`src/rtl/evm_booth_arbiter.sv`:
```
// Round-robin arbiter that lets polling booths take turns driving a single EVM ballot.
// Every output is decoded from the registered state, so nothing combinational reaches the EVM.
module evm_booth_arbiter #(
  parameter int NUM_BOOTHS = 4,
  parameter int TIMEOUT    = 100
) (
  input  logic                    clk,
  input  logic                    rst,
  input  logic                    session_open,
  input  logic [NUM_BOOTHS-1:0]   booth_req,
  input  logic [2*NUM_BOOTHS-1:0] booth_vote,
  output logic [NUM_BOOTHS-1:0]   booth_grant,
  output logic [NUM_BOOTHS-1:0]   booth_ack,
  output logic [NUM_BOOTHS-1:0]   booth_reject,
  output logic                    evm_candidate_ready,
  output logic                    evm_vote_1,
  output logic                    evm_vote_2,
  output logic                    evm_vote_3,
  input  logic                    evm_voting_in_progress,
  input  logic                    evm_voting_done,
  output logic [7:0]              votes_cast,
  output logic                    busy
);

  localparam int IW = $clog2(NUM_BOOTHS);

  typedef enum logic [2:0] {
    S_IDLE, S_ARBITRATE, S_READY, S_WAIT_PROGRESS,
    S_WAIT_VOTE, S_DRIVE_VOTE, S_RELEASE, S_CLOSED
  } state_t;

  state_t        state;
  logic [IW-1:0] ptr;
  logic [IW-1:0] winner;
  logic [IW-1:0] rr_pick;
  logic [6:0]    timer;
  logic [1:0]    code;
  logic [1:0]    winner_code;
  logic          acked;
  logic          winner_req;

  // Scan from the highest offset down so the booth closest to the pointer wins.
  always_comb begin
    rr_pick = ptr;
    for (int i = NUM_BOOTHS - 1; i >= 0; i--) begin
      if (booth_req[IW'(ptr + IW'(i))]) rr_pick = IW'(ptr + IW'(i));
    end
  end

  assign winner_code = booth_vote[{winner, 1'b0} +: 2];
  assign winner_req  = booth_req[winner];

  always_ff @(posedge clk or negedge rst) begin
    if (!rst) begin
      state      <= S_IDLE;
      ptr        <= '0;
      winner     <= '0;
      timer      <= '0;
      code       <= '0;
      acked      <= 1'b0;
      votes_cast <= '0;
    end else begin
      // The ack/reject pulse is already visible in RELEASE, so its bookkeeping is never skipped.
      if (state == S_RELEASE) begin
        ptr <= winner + 1'b1;
        if (acked && votes_cast != 8'hFF) votes_cast <= votes_cast + 8'd1;
      end

      if (!session_open) begin
        state <= S_IDLE;
      end else if (evm_voting_done && state != S_IDLE) begin
        state <= S_CLOSED;
      end else begin
        case (state)
          S_IDLE: begin
            state      <= S_ARBITRATE;
            votes_cast <= '0;
            ptr        <= '0;
          end
          S_ARBITRATE: begin
            if (|booth_req) begin
              winner <= rr_pick;
              state  <= S_READY;
            end
          end
          S_READY: begin
            if (!winner_req) begin
              ptr   <= winner + 1'b1;
              state <= S_ARBITRATE;
            end else begin
              timer <= '0;
              state <= S_WAIT_PROGRESS;
            end
          end
          S_WAIT_PROGRESS: begin
            if (!winner_req) begin
              ptr   <= winner + 1'b1;
              state <= S_ARBITRATE;
            end else if (evm_voting_in_progress) begin
              state <= S_WAIT_VOTE;
            end
          end
          S_WAIT_VOTE: begin
            if (!winner_req) begin
              ptr   <= winner + 1'b1;
              state <= S_ARBITRATE;
            end else if (winner_code != 2'b00) begin
              code  <= winner_code;
              state <= S_DRIVE_VOTE;
            end else begin
              timer <= timer + 7'd1;
              if (timer == 7'(TIMEOUT - 1)) begin
                acked <= 1'b0;
                state <= S_RELEASE;
              end
            end
          end
          S_DRIVE_VOTE: begin
            acked <= 1'b1;
            state <= S_RELEASE;
          end
          S_RELEASE: state <= S_ARBITRATE;
          S_CLOSED:  state <= S_CLOSED;
          default:   state <= S_IDLE;
        endcase
      end
    end
  end

  logic holding;
  assign holding = state inside {S_READY, S_WAIT_PROGRESS, S_WAIT_VOTE, S_DRIVE_VOTE};

  assign booth_grant         = holding ? (NUM_BOOTHS'(1) << winner) : '0;
  assign booth_ack           = (state == S_RELEASE && acked) ? (NUM_BOOTHS'(1) << winner) : '0;
  assign booth_reject        = (state == S_RELEASE && !acked) ? (NUM_BOOTHS'(1) << winner) : '0;
  assign evm_candidate_ready = (state == S_READY);
  assign evm_vote_1          = (state == S_DRIVE_VOTE) && (code == 2'd1);
  assign evm_vote_2          = (state == S_DRIVE_VOTE) && (code == 2'd2);
  assign evm_vote_3          = (state == S_DRIVE_VOTE) && (code == 2'd3);
  assign busy                = (state != S_IDLE) && (state != S_CLOSED);

endmodule

```
`config.mk`:
```
export PLATFORM = sky130hd
export DESIGN_NAME = evm_booth_arbiter
export DESIGN_NICKNAME = d
export VERILOG_FILES = /design/src/rtl/evm_booth_arbiter.sv
export SDC_FILE = /design/constraint.sdc
export NUM_CORES = 1
export LEC_CHECK = 0
export ABC_AREA = 0
export CORE_MARGIN = 2
export CORE_UTILIZATION = 35
export CTS_CLUSTER_DIAMETER = 200
export DETAILED_ROUTE_END_ITERATION = 6
export DONT_BUFFER_PORTS = 1
export HOLD_SLACK_MARGIN = 0.12
export SYNTH_ARGS = -nofsm -noshare
export SYNTH_HDL_FRONTEND = slang
export SYNTH_SLANG_ARGS = --single-unit
```
`constraint.sdc`:
```
create_clock -name clk -period 3.95 [get_ports clk]
set_input_delay 0.395 -clock clk [delete_from_list [all_inputs] [get_ports clk]]
set_output_delay 0.395 -clock clk [all_outputs]
set_load 0.01 [all_outputs]
```
* After elaboration in Yosys (flattened, before gate mapping)
Index checks and enable logic that the tools add are counted.
Storage, ports and cells: bits in registers 25, bits in latches 0, RAM bits 0, ROM bits 0, bits of input ports 17, output and inout bits 25, logic and storage cells 109, memories kept 0
Cells by class: add/subtract/negate cells 6, $mul 0, divide/modulo/power cells 0, $lt $le $gt $ge 5, eq/ne operators 20, shifts and indexed selects 2, multiplexer cells 45, bitwise logic cells 1, reductions and logical operators 23
Operators by type and width (count):
- $mux W8 | 5
- $mux W3 | 8
- $mux W7 | 3
- $pmux W3 S7 | 1
- $mux W2 | 9
- $lt A2 B3 Y1 const B | 5
- $pmux W7 S2 | 1
- $eq A3 B3 Y1 const B | 4
- $mux W4 | 3
- $reduce_and A6 Y1 | 2
- $bmux W1 S2 | 5
- $add A8 B1 Y8 const B | 1
- $logic_and A1 B1 Y1 | 8
- $mux W1 | 8
- $ne A8 B8 Y1 const B | 1
- $shiftx A8 B4 Y2 | 1
- $add A7 B1 Y7 const B | 1
- $eq A7 B7 Y1 const B | 1
- $eq A3 B2 Y1 const B | 2
- $ne A2 B2 Y1 const B | 3
- $ne A6 B6 Y1 const B | 1
- $reduce_bool A2 Y1 | 3
- $ne A5 B5 Y1 const B | 1
- $reduce_and A5 Y1 | 1
- other kinds (21) | 24

* Longest topological paths before layout
word-level depth 7, depth in mapped cells 6, depth with buffers taken out 6

* Least setup slack after synthesis
No wires, ideal clock.
path kind register to register, start point register winner[1], end point register state[1], setup time 128 ps, data arrival time 1802 ps, required time 3822 ps, path slack 2020 ps, cell stages (with the launch flop) 7, path buffers 1, clock period less this slack 1930 ps, path through dfrtp_1 > buf_6 > mux4_2 > and3b_1 > o211ai_2 > o21ai_1 > mux2_1
Between the ends: longest elaborated chain between the ends 7, elaborated cells on any way between the ends 14, classes of those cells 2 x eq/ne; 1 x shift; 9 x mux; 2 x reduce/logical
Ends and longest elaborated chain:
- from (decl) | line 34 | logic [IW-1:0] winner;
- from (signal assigned) | line 82 | winner <= rr_pick;
- $shiftx A8 B4 Y2 | line 50 | assign winner_code = booth_vote[{winner, 1'b0} +: 2];
- $reduce_bool A2 Y1 | line 107 | end else if (winner_code != 2'b00) begin
- $mux W3 | line 107
- $mux W3 | line 104 | if (!winner_req) begin
- $pmux W3 S7 | line 74 | case (state)
- $mux W3 | line 71 | end else if (evm_voting_done && state != S_IDLE) begin
- $mux W3 | line 69 | if (!session_open) begin
- to (signal assigned) | line 70 | state <= S_IDLE;
- to (signal assigned) | line 72 | state <= S_CLOSED;
- to (signal assigned) | line 76 | state <= S_ARBITRATE;
- to (decl) | line 32 | state_t state;
Parallel ways exist; a longest one is shown, timed or not. The select of a mux whose other input is x is not followed. A chain may end at the register's enable or synchronous reset.

* Worst setup path in the final report
start point register state[0], end point output evm_vote_1
Between the ends: longest elaborated chain between the ends 2
Ends and longest elaborated chain:
- from (signal assigned) | line 55 | state <= S_IDLE;
- from (signal assigned) | line 70
- from (signal assigned) | line 72
- $eq A3 B3 Y1 | line 137 | assign evm_vote_1 = (state == S_DRIVE_VOTE) && (code == 2'd1);
- $logic_and A1 B1 Y1 | line 137
- to (decl) | line 16 | output logic evm_vote_1,
No other way between the ends.

==> flow_metrics.tcl <==
set metrics [dict create \
    p_sw_share_pct 41.3 \
    seq_area_um2 626 \
    seq_power_share_pct 43.3 \
    finalClockSkew_ps 12.6 \
    grt-ovfl-total 0 \
    synth_cells 210 \
    tns_ps 0 \
    area_delta_synth_final_pct 7.08 \
    dieArea_mm2 0.00590 \
    grt_max_degree 26 \
    ctsResizeCount 0 \
    synth_edf_count 0 \
    finalCritPeriodShare_pct 57.8 \
    yosys_most_used_dff "dfrtp_1" \
    holdPathEnd "state[2]" \
    insertion_delay_ps 280 \
    start_kind "register" \
    clock_path_buffers 2 \
    cts_tree "yes" \
    numCtsBuffers 3 \
    clk_pin_slew_worst_paths_ps 100 \
    setup_violations 0 \
    worst_r2r_startpoint "state[2]" \
    post-dp-hpwl_um 3120 \
    post_drt_wl_per_cell_um 15.1 \
    r2r_cells 4 \
    cap_violations 0 \
    holdCritPathClass "in -> reg" \
    core_area_mm2 0.00511 \
    syn_area_per_cell_um2 8.84 \
    async_flop_share_pct 100 \
    n_antenna_cell 0 \
    internal_power_mw 0.532 \
    drtAntennaViolNets 0 \
    ys_types 53 \
    drc 0 \
    slowest_stage "dfrtp_1" \
    ys_ff_latch 25 \
    worstPathCellList "nor2b_1 > nand2_1 > nor3b_1" \
    hold_start "session_open" \
    gp_congestion 0.846 \
    worstHoldPathCells 2 \
    synth-seq-area-share_pct 33.7 \
    fin_cells 279 \
    max_slew_margin_pct 60.8 \
    netlist_area_mm2 0.00186 \
    cts_sinks 25 \
    required_ps 3560 \
    status "finished clean" \
    fin_nets 233 \
    crit_arrival_ps 1890 \
    max_stage_delay_ps 630 \
    dp.cells 273 \
    endpoint_kind "output pin" \
    rows 26 \
    rsz0062_at_grt "false" \
    grt_first_pass_wirelength_um 6900 \
    cts_root_buf "clkbuf_8" \
    rrSetupSlack_ps 1690 \
    drive_gt1_share_pct 7.66 \
    max_freq_mhz 438 \
    worstPathMaxFanout 15 \
    fin_crit_ps 2280 \
    htreeDepth 1 \
    io_pins 42 \
    slew_viol_final 0 \
    critPathKind "reg -> out" \
    drt_pass1_iterations 7 \
    grt.total_usage_pct 14.6 \
    grt_pass1_vias 1379 \
    p_comb_share_pct 38.8 \
    clkPwrFrac_pct 17.9 \
    r2r-end "timer[6]" \
    vias_per_cell 5.49 \
    drt-initial-drc-count 59 \
    post_cts_buffers 0 \
    die_h_um 76.8 \
    route.vias.total 1532 \
    die_x_um 76.8 \
    power_density_mw_per_mm2 456 \
    finish.utilization_pct 38.9 \
    n_fill_cell 525 \
    io_buffers 0 \
    syn_nets 233 \
    ir_drop_mv 0.201 \
    multi_input_area_mm2 0.00117 \
    hold_viol_final 0 \
    start_util_pct 36.3 \
    p_sw_mw 0.374 \
    yosys_warnings 0 \
    p_leak_nw 0.847 \
    antenna_found_initial 0 \
    drt_wl_total_um 4210 \
    worst_slew_pin_slew_ps 586 \
]
-- cell families (layout without fill, tap and decap cells) --
kind of cell | after synthesis | count (layout) | synth area share [%]
flops | 25 | 25 | 33.7
buf+inv | 13 | 12 | 3.10
simple gates | 107 | 107 | 30.9
xor+xnor | 8 | 8 | 3.78
fa+ha+maj | 6 | 6 | 4.05
compound gates | 42 | 42 | 16.4
mux | 9 | 9 | 8.09
-- layer usage --
metal	vias to the layer above	global-route usage (%)	share of wire (%)
li1	760	-	-
met1	723	21.1	48
met2	45	21.2	44
met3	4	3.41	6.6
met4	0	4.91	1.4
met5	-	0	0
-- power by group through the flow --
stage | clock, mW | sequential, mW | combinational (mW)
2_1_floorplan | 0 | 0.345 | 0.327
3_3_place_gp | 0 | 0.395 | 0.341
3_5_place_dp | 0 | 0.396 | 0.344
4_1_cts | 0.168 | 0.392 | 0.354
5_1_grt | 0.180 | 0.402 | 0.400
6_report | 0.162 | 0.393 | 0.352
-- worst max-delay path by stage --
stage               from    endpoint  cells after the start
3_5_place_dp    state[2]    timer[6]                      4
6_report        state[0]  evm_vote_1                      3
4_1_cts         state[0]  evm_vote_2                      3
5_1_grt         state[0]  evm_vote_1                      3
3_3_place_gp    state[2]    timer[6]                      4
2_1_floorplan  winner[1]    state[1]                      6
-- sequential cells by signal, summed over array words and instances, names as in the netlist --
signal and count:
acked 1, winner 2, timer 7, votes_cast 8, state 3, ptr 2
code 2
-- area by class of cell --
type                            count  share of cell area (%)
Clock buffer                        3                    2.08
Clock inverter                      1                   0.378
Inverter                            6                    1.13
Multi-Input combinational cell    172                    59.0
Sequential cell                    25                    31.5
Tap cell                           70                    4.41
Timing Repair Buffer                2                    1.51
-- worst max-delay path, delay by kind of cell, from the launching register on --
kind | cells | cell delay, ps
simple gates | 3 | 990
flops | 1 | 630
-- repair_timing --
action	CTS	global route
endpoints found under the setup margin	0	0
hold endpoints to repair	25	0
hold buffers	2	0
-- synth_stat cells, drive strengths merged, types with 3 or more instances --
cell type | number | share of area, %
nand2b | 3 | 1.0
a31oi | 3 | 1.0
nor2b | 7 | 2.4
or3 | 3 | 1.0
xor2 | 6 | 2.8
ha | 6 | 4.0
mux2i | 3 | 1.6
nand2 | 19 | 3.8
a21oi | 8 | 2.2
inv | 6 | 1.2
nor2 | 30 | 6.1
nand4 | 3 | 1.0
dfrtp | 25 | 34
and3 | 5 | 1.8
clkbuf | 4 | 0.81
a2bb2oi | 3 | 1.4
and2 | 14 | 4.7
o311ai | 3 | 1.4
nor3b | 5 | 2.0
buf | 3 | 1.1
o21ai | 11 | 3.0
mux4 | 4 | 5.3
nand3 | 5 | 1.3
o211ai | 3 | 2.2
-- stage by stage --
stage / power, mW / cell area, µm² / setup slack (ps) / hold slack, ps
3_5_place_dp: 0.740 / 1910 / 1720 / 99.9
4_1_cts: 0.914 / 1990 / 1680 / 266
3_3_place_gp: 0.736 / 1910 / 1810 / 99.9
2_1_floorplan: 0.672 / 1860 / 2020 / 99.4
5_1_grt: 0.982 / 1990 / 1480 / 263
6_report: 0.907 / 1990 / 1670 / 272
-- cells in the final DEF, fill, tap and decap left out, drive strengths merged, types with 4 or more instances in the layout --
cell type / n
xor2: 6
o21ai: 11
nor2b: 7
and3: 5
nor2: 30
nor3b: 5
nand3: 5
and2: 14
mux4: 4
nand2: 19
inv: 6
dfrtp: 25
ha: 6
a21oi: 8
(Power assumes the default switching activity.)
